--- src/rtl/pran_lsu_pkg.sv ---
// Shared definitions for the load/store unit: RV32I funct3 width codes,
// FSM state encoding, completion error codes and the request legality check.
package pran_lsu_pkg;

   localparam logic [2:0] F3_B  = 3'b000;
   localparam logic [2:0] F3_H  = 3'b001;
   localparam logic [2:0] F3_W  = 3'b010;
   localparam logic [2:0] F3_BU = 3'b100;
   localparam logic [2:0] F3_HU = 3'b101;

   typedef enum logic [1:0] {
      ST_IDLE,
      ST_ACCESS,
      ST_RESP
   } state_t;

   typedef enum logic [1:0] {
      ERR_OK       = 2'b00,
      ERR_MISALIGN = 2'b01,
      ERR_TIMEOUT  = 2'b10,
      ERR_ILLEGAL  = 2'b11
   } err_t;

   // Illegal width code takes priority over misalignment.
   function automatic err_t check_access(input logic       store,
                                         input logic [2:0] f3,
                                         input logic [1:0] offset);
      logic illegal;
      logic misaligned;
      if (store)
         illegal = !(f3 inside {F3_B, F3_H, F3_W});
      else
         illegal = !(f3 inside {F3_B, F3_H, F3_W, F3_BU, F3_HU});
      misaligned = ((f3 == F3_H || f3 == F3_HU) && offset[0]) ||
                   ((f3 == F3_W) && (offset != 2'b00));
      if (illegal)
         return ERR_ILLEGAL;
      else if (misaligned)
         return ERR_MISALIGN;
      else
         return ERR_OK;
   endfunction

endpackage

--- src/rtl/load_store_unit_if.sv ---
// Word-wide memory bus between the load/store unit (master) and memory (slave).
//   mem_req/mem_we     request and write enable
//   mem_addr           word-aligned byte address
//   mem_wstrb/wdata    byte-lane strobes and lane-replicated store data
//   mem_rdata/mem_ack  read word and single-cycle acknowledge
interface load_store_unit_if;
   logic        mem_req;
   logic        mem_we;
   logic [31:0] mem_addr;
   logic [3:0]  mem_wstrb;
   logic [31:0] mem_wdata;
   logic [31:0] mem_rdata;
   logic        mem_ack;

   modport master (
      output mem_req, mem_we, mem_addr, mem_wstrb, mem_wdata,
      input  mem_rdata, mem_ack
   );

   modport slave (
      input  mem_req, mem_we, mem_addr, mem_wstrb, mem_wdata,
      output mem_rdata, mem_ack
   );
endinterface

--- src/rtl/lsu_lane_align.sv ---
// Combinational byte-lane logic for the load/store unit.
//   st_size/st_offset/st_data -> st_strb, st_lanes : store strobe + replication
//   ld_size/ld_offset/ld_word -> ld_data           : load field shifted to bit 0,
//                                                    upper bits zero
// size is funct3[1:0]: 00 byte, 01 half, 10 word.
module lsu_lane_align (
   input  logic [1:0]  st_size,
   input  logic [1:0]  st_offset,
   input  logic [31:0] st_data,
   output logic [3:0]  st_strb,
   output logic [31:0] st_lanes,
   input  logic [1:0]  ld_size,
   input  logic [1:0]  ld_offset,
   input  logic [31:0] ld_word,
   output logic [31:0] ld_data
);

   logic [31:0] ld_shifted;

   always_comb begin
      st_strb  = 4'b1111;
      st_lanes = st_data;
      if (st_size == 2'b00) begin
         st_strb  = 4'b0001 << st_offset;
         st_lanes = {4{st_data[7:0]}};
      end else if (st_size == 2'b01) begin
         st_strb  = 4'b0011 << st_offset;
         st_lanes = {2{st_data[15:0]}};
      end
   end

   always_comb begin
      ld_shifted = ld_word >> {ld_offset, 3'b000};
      if (ld_size == 2'b00)
         ld_data = {24'h0, ld_shifted[7:0]};
      else if (ld_size == 2'b01)
         ld_data = {16'h0, ld_shifted[15:0]};
      else
         ld_data = ld_word;
   end

endmodule

--- src/rtl/load_store_unit.sv ---
// RV32I load/store unit: accepts one request, checks width/alignment, runs a
// single bus access with timeout, and reports completion with an error code.
//   clk, reset        clock and synchronous active-high reset
//   start             request strobe (accepted in IDLE when not busy)
//   is_store, funct3  access type and RV32I width/sign code
//   addr, wdata       byte address and right-justified store data
//   busy, done, err   in-flight flag, completion pulse, completion status
//   read_data_mem     last loaded field, right-justified, zero-filled
//   mem               memory bus (master side)
module load_store_unit
   import pran_lsu_pkg::*;
#(
   parameter int unsigned TIMEOUT_CYCLES = 255
) (
   input  logic        clk,
   input  logic        reset,
   input  logic        start,
   input  logic        is_store,
   input  logic [2:0]  funct3,
   input  logic [31:0] addr,
   input  logic [31:0] wdata,
   output logic        busy,
   output logic        done,
   output logic [1:0]  err,
   output logic [31:0] read_data_mem,
   load_store_unit_if.master mem
);

   localparam int unsigned CW = (TIMEOUT_CYCLES > 1) ? $clog2(TIMEOUT_CYCLES) : 1;

   state_t      state;
   err_t        pend_err;
   err_t        start_err;
   logic        is_store_q;
   logic [1:0]  size_q;
   logic [1:0]  offset_q;
   logic [CW-1:0] cnt;

   logic        req_q;
   logic        we_q;
   logic [31:0] addr_q;
   logic [3:0]  wstrb_q;
   logic [31:0] wdata_q;

   logic [3:0]  st_strb;
   logic [31:0] st_lanes;
   logic [31:0] ld_data;

   assign mem.mem_req   = req_q;
   assign mem.mem_we    = we_q;
   assign mem.mem_addr  = addr_q;
   assign mem.mem_wstrb = wstrb_q;
   assign mem.mem_wdata = wdata_q;

   // Evaluated on exactly the values captured at acceptance, so the decision
   // equals a check on the registered fields while letting mem_req rise one
   // cycle after start.
   always_comb start_err = check_access(is_store, funct3, addr[1:0]);

   lsu_lane_align u_align (
      .st_size   (funct3[1:0]),
      .st_offset (addr[1:0]),
      .st_data   (wdata),
      .st_strb   (st_strb),
      .st_lanes  (st_lanes),
      .ld_size   (size_q),
      .ld_offset (offset_q),
      .ld_word   (mem.mem_rdata),
      .ld_data   (ld_data)
   );

   always_ff @(posedge clk) begin
      if (reset) begin
         state         <= ST_IDLE;
         pend_err      <= ERR_OK;
         is_store_q    <= 1'b0;
         size_q        <= '0;
         offset_q      <= '0;
         cnt           <= '0;
         req_q         <= 1'b0;
         we_q          <= 1'b0;
         addr_q        <= '0;
         wstrb_q       <= '0;
         wdata_q       <= '0;
         busy          <= 1'b0;
         done          <= 1'b0;
         err           <= ERR_OK;
         read_data_mem <= '0;
      end else begin
         done <= 1'b0;
         case (state)
            ST_IDLE: begin
               if (busy) begin
                  // Busy in IDLE only happens on the rejected-request path.
                  state <= ST_RESP;
                  busy  <= 1'b0;
                  done  <= 1'b1;
                  err   <= pend_err;
               end else if (start) begin
                  busy       <= 1'b1;
                  is_store_q <= is_store;
                  size_q     <= funct3[1:0];
                  offset_q   <= addr[1:0];
                  pend_err   <= start_err;
                  if (start_err == ERR_OK) begin
                     state   <= ST_ACCESS;
                     cnt     <= '0;
                     req_q   <= 1'b1;
                     we_q    <= is_store;
                     addr_q  <= {addr[31:2], 2'b00};
                     wstrb_q <= is_store ? st_strb : 4'b0000;
                     wdata_q <= st_lanes;
                  end
               end
            end
            ST_ACCESS: begin
               if (mem.mem_ack || cnt == CW'(TIMEOUT_CYCLES - 1)) begin
                  state   <= ST_RESP;
                  req_q   <= 1'b0;
                  we_q    <= 1'b0;
                  wstrb_q <= 4'b0000;
                  busy    <= 1'b0;
                  done    <= 1'b1;
                  err     <= mem.mem_ack ? ERR_OK : ERR_TIMEOUT;
                  if (mem.mem_ack && !is_store_q)
                     read_data_mem <= ld_data;
               end else begin
                  cnt <= cnt + CW'(1);
               end
            end
            default: state <= ST_IDLE;
         endcase
      end
   end

endmodule

--- src/flat_wrapper.sv ---
// flat-port wrapper written by rule: the top's interface ports become plain ports
module load_store_unit_flat import pran_lsu_pkg::*;
#(
   parameter int unsigned TIMEOUT_CYCLES = 255
)
  (clk, reset, start, is_store, funct3, addr, wdata, busy, done, err, read_data_mem, mem_mem_req, mem_mem_we, mem_mem_addr, mem_mem_wstrb, mem_mem_wdata, mem_mem_rdata, mem_mem_ack);
  load_store_unit_if mem_i ();
  input  logic clk;
  input  logic reset;
  input  logic start;
  input  logic is_store;
  input  logic [2:0] funct3;
  input  logic [31:0] addr;
  input  logic [31:0] wdata;
  output logic busy;
  output logic done;
  output logic [1:0] err;
  output logic [31:0] read_data_mem;
  output wire logic [$bits(mem_i.mem_req)-1:0] mem_mem_req;
  output wire logic [$bits(mem_i.mem_we)-1:0] mem_mem_we;
  output wire logic [$bits(mem_i.mem_addr)-1:0] mem_mem_addr;
  output wire logic [$bits(mem_i.mem_wstrb)-1:0] mem_mem_wstrb;
  output wire logic [$bits(mem_i.mem_wdata)-1:0] mem_mem_wdata;
  input wire logic [$bits(mem_i.mem_rdata)-1:0] mem_mem_rdata;
  input wire logic [$bits(mem_i.mem_ack)-1:0] mem_mem_ack;
  assign mem_mem_req = mem_i.mem_req;
  assign mem_mem_we = mem_i.mem_we;
  assign mem_mem_addr = mem_i.mem_addr;
  assign mem_mem_wstrb = mem_i.mem_wstrb;
  assign mem_mem_wdata = mem_i.mem_wdata;
  assign mem_i.mem_rdata = mem_mem_rdata;
  assign mem_i.mem_ack = mem_mem_ack;
  load_store_unit #(.TIMEOUT_CYCLES(TIMEOUT_CYCLES)) u_core (.clk(clk), .reset(reset), .start(start), .is_store(is_store), .funct3(funct3), .addr(addr), .wdata(wdata), .busy(busy), .done(done), .err(err), .read_data_mem(read_data_mem), .mem(mem_i));
endmodule
--- config.mk ---
export PLATFORM = sky130hd
export DESIGN_NAME = load_store_unit_flat
export DESIGN_NICKNAME = d
export VERILOG_FILES = /design/src/rtl/pran_lsu_pkg.sv /design/src/rtl/load_store_unit_if.sv /design/src/rtl/lsu_lane_align.sv /design/src/rtl/load_store_unit.sv /design/src/flat_wrapper.sv
export SDC_FILE = /design/constraint.sdc
export NUM_CORES = 1
export LEC_CHECK = 0
export CORE_MARGIN = 2
export CORE_UTILIZATION = 40
export CTS_CLUSTER_DIAMETER = 100
export DETAILED_ROUTE_END_ITERATION = 16
export HOLD_SLACK_MARGIN = 0.12
export PLACE_DENSITY = 0.79
export SYNTH_ARGS = -nofsm -noshare
export SYNTH_HDL_FRONTEND = slang
export SYNTH_SLANG_ARGS = --single-unit
--- constraint.sdc ---
create_clock -name clk -period 1.5 [get_ports clk]
set_input_delay 0.15 -clock clk [delete_from_list [all_inputs] [get_ports clk]]
set_output_delay 0.15 -clock clk [all_outputs]
set_load 0.05 [all_outputs]
; ---- Word level (Yosys, flattened, before mapping)
; Cells that the tools add are included.
[totals]
regBits = 121
word_cells = 106
out_inout_bits = 106
in_bits = 104
[classes]
reduce_logical = 26
n_eq_ne = 16
add_sub_neg = 1
muxes = 44
shifts = 3
n_bitwise = 1
[op_table]
columns = operator, count
row1 = 32-bit 2-to-1 mux, 4
row2 = 8-bit 2-to-1 mux, 4
row3 = 32-bit by 5-bit right shift with 16-bit output, 1
row4 = 4-bit 2-to-1 mux, 7
row5 = 2-bit 2-to-1 mux, 8
row6 = 8-bit case mux with 2 select lines, 1
row7 = 1-bit 2-to-1 mux, 13
row8 = 3-bit AND reduction, 4
row9 = 5-bit AND reduction, 2
row10 = 8-bit by 1-bit adder with 8-bit output (second input constant), 1
row11 = 8-bit == test (second input constant), 1
row12 = 2-bit logical NOT, 4
row13 = 1-bit case mux with 2 select lines, 4
row14 = 2-bit case mux with 2 select lines, 2
row15 = 4-bit case mux with 2 select lines, 1
row16 = 2-bit by 1-bit == test with 1-bit output (second input constant), 3
row17 = 3-bit == test (second input constant), 2
row18 = 2-bit by 1-bit inequality test with 1-bit output (second input constant), 3
row19 = 2-bit inequality test (second input constant), 3
row20 = 5-bit nonzero test, 1
row21 = 4-bit AND reduction, 1
row22 = 2-bit nonzero test, 2
row23 = 1-bit by 2-bit left shift with 4-bit output (first input constant), 1
row24 = 2-bit by 2-bit left shift with 4-bit output (first input constant), 1
row25 = 11 further kinds, 17

; ---- Depth between registers and ports, before layout
; Gate-level depths: netlist of the first run.
[depth]
ltp_word = 11
depth_mapped = 9
depth_no_buf = 6

; ---- By module
; Synthesis of the first run repeated with hierarchy kept, for this count alone.
[hier_totals]
hier_cells = 690
area_unflattened_um2 = 5501.5
[modules_own_cells]
columns = mod, cells_per_inst, seq_area_each_um2, n_inst, area_per_inst_um2
row1 = load_store_unit, 540, 2422.3, 1, 4354.2
row2 = lsu_lane_align, 150, 0.0, 1, 1147.4

; ---- Worst setup path after synthesis of the first run
; Ideal clock, no wire load.
[synth_path]
kind = register to register
start = reg u_core.busy
end = reg u_core.addr_q[27] (netlist: u_core.mem.mem_addr[27])
setup_slack_ns = -0.225
arrival_time_ns = 1.654
required_ns = 1.429
synth_period_minus_slack_ns = 1.725
path_buffers = 3
setup_time_ns = 0.071
path_stages_with_launch = 8
path_cell_list = dfxtp_1 > nor4b_4 > o2111a_1 > buf_2 > buf_4 > buf_4 > nand2_1 > a21oi_1
[synth_between]
elab_chain_cells = 2
[synth_rtl]
columns = item, line_no
row1 = "start, declared", load_store_unit.sv:22  ; output logic busy,
row2 = "start signal, assigned", load_store_unit.sv:85  ; busy <= 1'b0;
row3 = "start signal, assigned", load_store_unit.sv:96  ; busy <= 1'b0;
row4 = "start signal, assigned", load_store_unit.sv:100  ; busy <= 1'b1;
row5 = 1-bit NOT (no source line), -
row6 = 4-bit AND reduction (no source line), -
row7 = "end signal, assigned", load_store_unit.sv:110  ; addr_q <= {addr[31:2], 2'b00};
row8 = "end, declared", load_store_unit.sv:41  ; logic [31:0] addr_q;
; Every way passes these cells.
; A chain may end at the register's enable or synchronous reset.

; ---- Worst setup path in the final report of the first run
[layout_path]
start = reg u_core.state[0]
end = reg u_core.addr_q[25] (netlist: u_core.mem.mem_addr[25])
[layout_between]
elab_chain_cells = 2
[layout_rtl]
columns = item, line_no
row1 = "start, declared", load_store_unit.sv:31  ; state_t state;
row2 = "start signal, assigned", load_store_unit.sv:74  ; state <= ST_IDLE;
row3 = "start signal, assigned", load_store_unit.sv:95  ; state <= ST_RESP;
row4 = "start signal, assigned", load_store_unit.sv:106  ; state <= ST_ACCESS;
row5 = 2-bit logical NOT, load_store_unit.sv:91  ; case (state)
row6 = 4-bit AND reduction (no source line), -
; Every way passes these cells.

==> results of run 1 <==
report_power, final:
part	switching, mW	internal [mW]	leakage [nW]
registers	0.0790	3.34	0.985
clock network	1.43	2.76	0.298
logic	1.03	0.767	2.21
total	2.54	6.86	3.50
cell families after synthesis:
logic type | after synthesis | share of synthesized area [%]
mux | 38 | 7.11
flops | 121 | 45.1
fa+ha+maj | 6 | 1.40
buf+inv | 70 | 5.71
xor+xnor | 2 | 0.327
compound gates | 185 | 22.1
other cells | 1 | 0.0699
simple gates | 223 | 18.2
per-layer routing:
layer  vias to the layer above  global-route usage [%]  share of wire [%]
met5                         -                       0                  0
met4                         0                    9.71                2.4
met3                        38                    8.41                7.9
met2                       232                    39.8                 49
met1                      2773                    29.2                 40
li1                       2787                       -                  -
cell usage in the layout, fill, tap and decap left out, types with 3 or more instances in the layout:
master	n
nor2b_2	3
nand3_1	17
clkbuf_1	3
inv_1	9
ha_1	5
a21oi_2	11
o21ai_0	20
nand2_1	113
dfxtp_1	115
o2bb2ai_1	8
a311oi_1	7
o221ai_1	8
a21oi_1	71
a2bb2oi_1	8
o211ai_1	8
buf_6	10
o31ai_1	5
clkdlybuf4s50_1	100
a221oi_4	6
clkbuf_16	22
o21ai_1	8
nand2_2	13
buf_4	149
mux2i_1	37
nand2_4	4
nor2_1	42
a211oi_1	7
nand3_2	6
clkbuf_8	5
buf_12	9
nand4_1	3
a221oi_2	3
dfxtp_4	4
metrics by stage:
stage	util [%]	setup WS (ns)	setup TNS (ns)
finish	67.8	-0.124	-4.52
global route	67.8	-0.197	-10.62
floorplan	-	-0.00231	-0.0185
CTS	65.4	-0.0903	-2.78
global placement	58.3	-0.461	-45.02
detailed placement	58.3	-0.524	-47.39
timing repair:
item / CTS / global route
endpoints found under the setup margin: 109 / 106
resized for setup: 42 / 69
pin swaps: 10 / 43
setup buffers: 12 / 5
gates cloned: 4 / 5
worst min-delay path by stage:
stage	startpoint	endpoint	slack [ns]	cells past startpoint
2_1_floorplan	addr[10]	u_core.mem.mem_addr[10]	0.29	2
3_3_place_gp	u_core.read_data_mem[0]	u_core.read_data_mem[0]	0.44	2
3_5_place_dp	u_core.read_data_mem[30]	u_core.read_data_mem[30]	0.45	2
4_1_cts	reset	u_core.read_data_mem[19]	0.21	3
5_1_grt	reset	u_core.read_data_mem[27]	0.25	3
6_report	reset	u_core.read_data_mem[27]	0.23	3
layout make-up:
class | instances | area [µm²] | share of cell area (%)
tap | 176 | 220 | 2.46
inverter | 13 | 51.3 | 0.573
clock buffer | 26 | 531 | 5.93
timing repair buffer | 278 | 2620 | 29.2
multi-input combinational | 456 | 3010 | 33.6
clock inverter | 5 | 81.3 | 0.909
sequential | 121 | 2440 | 27.3
critical path: cells and delay by family (launching register included):
family / cells / cell delay [ns]
and+or+nand+nor: 2 / 0.35
DFF: 1 / 0.37
AOI/OAI and AO/OA: 2 / 0.42
buffers and inverters: 3 / 0.42
sequential cells by signal (all words and copies together), names as in the netlist, 2 cells and up:
register,count
u_core.size_q,2
u_core.offset_q,2
u_core.mem.mem_wstrb,4
u_core.cnt,8
u_core.mem.mem_wdata,32
u_core.state,2
u_core.mem.mem_addr,30
u_core.pend_err,2
u_core.err,2
u_core.read_data_mem,32
==> metrics, run 1 <==
status=complete, but fails checks; failing checks=setup timing; latest clock arrival within the worst-skew pair=0.41 ns; Final period util=108%; number of buffers created by CTS=17; Worst Hold Class=input port to register; total number of yosys warnings=0; Crit. Startpoint=u_core.state[0]; Post-synth EDFFs=0; first-pass GRT wire length=27,700 µm; Core ar.=0.0132 mm²; Mapped Cells=646; Mapped Area=0.00537 mm²; Worst-path clk slew=0.06 ns; Setup Crit Path Kind=register to register; htree depth=4; Max Slew Vio Count=0; Total Power=9.40 mW; slowest stage delay, CP=0.37 ns; Finish-stage setup viols=90; Die Span Y=120 µm; ANT cells=0; initial core utilization=40.7%; R2R Path End=u_core.mem.mem_addr[25]; final worst setup slack=-0.124 ns; drt pass-1 iters=5; DRC errors left=0; worst r2r src=u_core.state[0]; Placer Congestion=0.848; Min Hold Slack=0.231 ns; largest net degree at the start of global routing=56; area growth from synthesis to layout=66.8%; layout cells sized above 1=30.9%; most frequent cell after synthesis=nand2_1; Max Cap Violations=0; final non-filler cell total=1,075; Synth async-reset ratio=0%; initial antenna violation count=0; flop-to-flop setup slack=-0.12 ns; remaining antenna violation count=0; Crit path top cell by count=buf_12; CP Cell Sequence=nor4b_4 > o2111a_2 > buf_12 > buf_12 > clkbuf_16 > nand2_1 > a21oi_1; crit path DAT=1.97 ns; gr ovfl total=0; DIE WIDTH=120 µm; Routed WL=18,300 µm; CTS tree=yes; final hold violation count=0; leading area contributor after synthesis=dfxtp_1; DRT iter0 DRCs=432; vias in the first global route=5,465; Clock Skew=0.00814 ns; Design Area, Final=0.00895 mm²; placed cell count=1,025; P_leak=3.50 nW; area of the die=0.0144 mm²; minimum clock period=1.62 ns; Worst Path Required=1.85 ns; Post-DP Area=0.00769 mm²; GRT Overall Usage=24.3%; standard-cell rows=42; # clock sinks=121; synthesis-stage register bit count=121; Synth cell types=49; slew margin rel.=46.8%; Post-synth top cells=nand2_1 (130), dfxtp_1 (121), a21oi_1 (82); critical path's slowest cell=dfxtp_4; # fillers=1,026; routed via count=5,830; ys flop type=dfxtp_1; post-synth top area share=45.1%; I/O Buffers=207; Power Dens Cells=1050 mW/mm²; ranking of synthesized cells by area=dfxtp_1 (45%), nand2_1 (9.1%), a21oi_1 (7.6%); Worst Max-Slew Pin Slew=0.794 ns; WL/cell=17.0 µm; Syn Area/Cell=8.31 µm²; Max Clk Rate=616 MHz; RSZ-0062 raised after global routing=yes; Hold Buf Count CTS=0; sequential fraction of the synthesis area=45.1%; worst-path maximum fanout=5; via density per instance=5.42; Peak VDD IR=0.706 mV; Final HPWL DP=11,800 µm; Final #Nets=997; Bufs on Longest Clock Path=2; Ports=210; root buffer cell=clkbuf_16; CP endpoint kind=register; Worst Setup EP=u_core.mem.mem_addr[25]; CP Launch Type=register; R2R depth=7
No activity file was read; power rests on OpenSTA's default activity.
==> inputs of run 2 (changes only) <==
--- a/config.mk
+++ b/config.mk
@@ -6,11 +6,12 @@
 export NUM_CORES = 1
 export LEC_CHECK = 0
 export CORE_MARGIN = 2
-export CORE_UTILIZATION = 40
+export CORE_UTILIZATION = 41
+export CTS_BUF_LIST = sky130_fd_sc_hd__clkbuf_8
 export CTS_CLUSTER_DIAMETER = 100
 export DETAILED_ROUTE_END_ITERATION = 16
 export HOLD_SLACK_MARGIN = 0.12
-export PLACE_DENSITY = 0.79
+export PLACE_DENSITY = 0.81
 export SYNTH_ARGS = -nofsm -noshare
 export SYNTH_HDL_FRONTEND = slang
 export SYNTH_SLANG_ARGS = --single-unit
==> run 2 against run 1 <==
The run still ends with setup timing left. Cell count is 0.56% lower. Hold slack better by 0.024 ns. Power is 16% lower. Flip-flop and latch count stayed put. Critical path type unchanged. Critical endpoint is now u_core.mem.mem_addr[22]. Largest cell class unchanged. Highest routed layer unchanged.
==> metrics, run 2 (same netlist as run 1, synthesis figures left out) <==
status=complete, but fails checks; failing checks=setup timing; P_leak=3.32 nW (-5.1%); Total Power=7.87 mW (-16%); number of buffers created by CTS=17 (unchanged); htree depth=4 (unchanged); vias in the first global route=5,333 (-2.4%); critical path's slowest cell=dfxtp_4; slew margin rel.=54.7% (+7.9 points); Bufs on Longest Clock Path=2 (unchanged); layout cells sized above 1=29.0% (-1.9 points); DRC errors left=0 (unchanged); largest net degree at the start of global routing=52 (-7.1%); final hold violation count=0 (unchanged); commonest non-fill, non-tap cells in the layout=buf_4 (160), nand2_1 (127), dfxtp_1 (114); CTS tree=yes; initial antenna violation count=0 (unchanged); CP Launch Type=register; DIE WIDTH=118 µm (-1.2%); final worst setup slack=-0.123 ns (+0.00106 ns); RSZ-0062 raised after global routing=yes; ANT cells=0 (unchanged); Crit path top cell by count=buf_12; Die Span Y=118 µm (-1.2%); root buffer cell=clkbuf_8; Finish-stage setup viols=100 (+11%); GRT Overall Usage=23.4% (-0.90 points); Max Clk Rate=616 MHz (about the same); routed via count=5,663 (-2.9%); Core ar.=0.0127 mm² (-3.5%); CP Cell Sequence=nor4b_4 > o2111a_2 > buf_12 > buf_12 > nand2_1 > a21oi_2; via density per instance=5.30 (-2.3%); gr ovfl total=0 (unchanged); Min Hold Slack=0.255 ns (+0.0237 ns); first-pass GRT wire length=26,600 µm (-3.7%); remaining antenna violation count=0 (unchanged); Peak VDD IR=0.586 mV (-17%); DRT iter0 DRCs=332 (-23%); Buf/Inv on CP=2 (-1); worst-path maximum fanout=27 (+22); standard-cell rows=41 (-2.4%); Final #Nets=997 (unchanged); Clock Skew=0.00457 ns (-0.00358 ns); flop-to-flop setup slack=-0.12 ns (about the same); drt pass-1 iters=5 (unchanged); Placer Congestion=0.817 (-3.6%); slowest stage delay, CP=0.35 ns (-0.02 ns); Top delay family on crit path=compound AO/OA/AOI/OAI gates; commonest non-fill, non-tap cell in the layout=buf_4; area growth from synthesis to layout=58.2%; Worst Hold Class=input port to register; Final period util=108% (about the same); placed cell count=1,035 (+0.98%); # fillers=1,072 (+4.5%); area of the die=0.0140 mm² (-2.4%); Routed WL=17,000 µm (-7.3%); # clock sinks=121 (unchanged); dpl ws=-0.501 ns (+0.0230 ns); Worst Max-Slew Pin Slew=0.676 ns (-0.118 ns); Ports=210 (unchanged); Setup Crit Path Kind=register to register; CP endpoint kind=register; Max Cap Violations=0 (unchanged); Worst Path Required=1.87 ns (+0.02 ns); post-route core utilization=66.7% (-1.1 points); I/O Buffers=207 (unchanged); crit path DAT=1.99 ns (+0.02 ns); Final HPWL DP=11,800 µm (+0.58%); latest clock arrival within the worst-skew pair=0.44 ns (+0.03 ns); initial core utilization=42.2% (+1.5 points); final non-filler cell total=1,069 (-0.56%); Worst-path clk slew=0.06 ns (about the same); Max Slew Vio Count=0 (unchanged); WL/cell=15.9 µm (-6.7%); minimum clock period=1.62 ns (-0.00106 ns); Power Dens Cells=927 mW/mm² (-12%)
-- run 2: cell count changes in the layout (fill, tap and decap cells not counted), moves of 5 or more --
cell	before	now
buf_4	149	160
nand2_1	113	127
nand3_1	17	22
nand2_2	13	3
a21oi_2	11	19
o21ai_0	20	26
a21oi_1	71	63
clkbuf_16	22	2
clkbuf_8	5	23
o21ai_1	8	3
buf_6	10	3
-- run 2: path summary, 6_finish.rpt --
kind / startpoint / depth (start not counted) / endpoint
worst max register to register: u_core.busy / 6 / u_core.mem.mem_addr[22]
worst min-delay path: addr[28] / 3 / u_core.mem.mem_addr[28]
worst max-delay path: u_core.busy / 6 / u_core.mem.mem_addr[22]
worst min register to register: u_core.mem.mem_wdata[30] / 2 / u_core.mem.mem_wdata[30]
-- run 2: area by class of cell --
type / count / area [µm²] / area share [%]
sequential: 121 / 2430 / 28.7
clock inverter: 6 / 50.0 / 0.590
timing repair buffer: 278 / 2520 / 29.6
inverter: 13 / 51.3 / 0.604
multi-input combinational: 456 / 2900 / 34.2
tap: 172 / 215 / 2.54
clock buffer: 23 / 317 / 3.73
-- run 2: metal layers --
| layer | up-vias | share of wire [%] | GRT usage [%] |
|---|---|---|---|
| met4 | 0 | 2.5 | 9.30 |
| li1 | 2778 | - | - |
| met5 | - | 0 | 0 |
| met1 | 2638 | 41 | 27.7 |
| met2 | 208 | 49 | 38.5 |
| met3 | 39 | 7.7 | 8.40 |
-- run 2: power breakdown --
group / switching [mW] / leakage, nW / total (mW) / internal (mW)
registers: 0.0744 / 0.985 / 3.41 / 3.33
logic: 0.992 / 2.13 / 1.73 / 0.740
clock network: 1.21 / 0.205 / 2.73 / 1.52
total: 2.28 / 3.32 / 7.87 / 5.60
-- run 2: timing repair --
action / 4_1_cts / 5_1_grt
pin swaps: 2 / 8
cloned: 0 / 2
hold endpoints to repair: 10 / 0
hold buffers: 1 / 0
setup endpoints to repair: 106 / 112
gates resized for setup: 17 / 35
setup buffers: 1 / 1
-- run 2: tightest hold or removal path, stage by stage --
cell	delay, ns
clkdlybuf4s50_1	0.39
nand2_1	0.05
a21oi_1	0.05
-- run 2: per-stage QoR --
step	setup TNS (ns)	area (µm²)
global placement	-41.53	7830
finish	-6.44	8490
CTS	-5.82	8310
detailed placement	-44.30	7830
floorplan	-0.0185	5460
global route	-14.44	8490
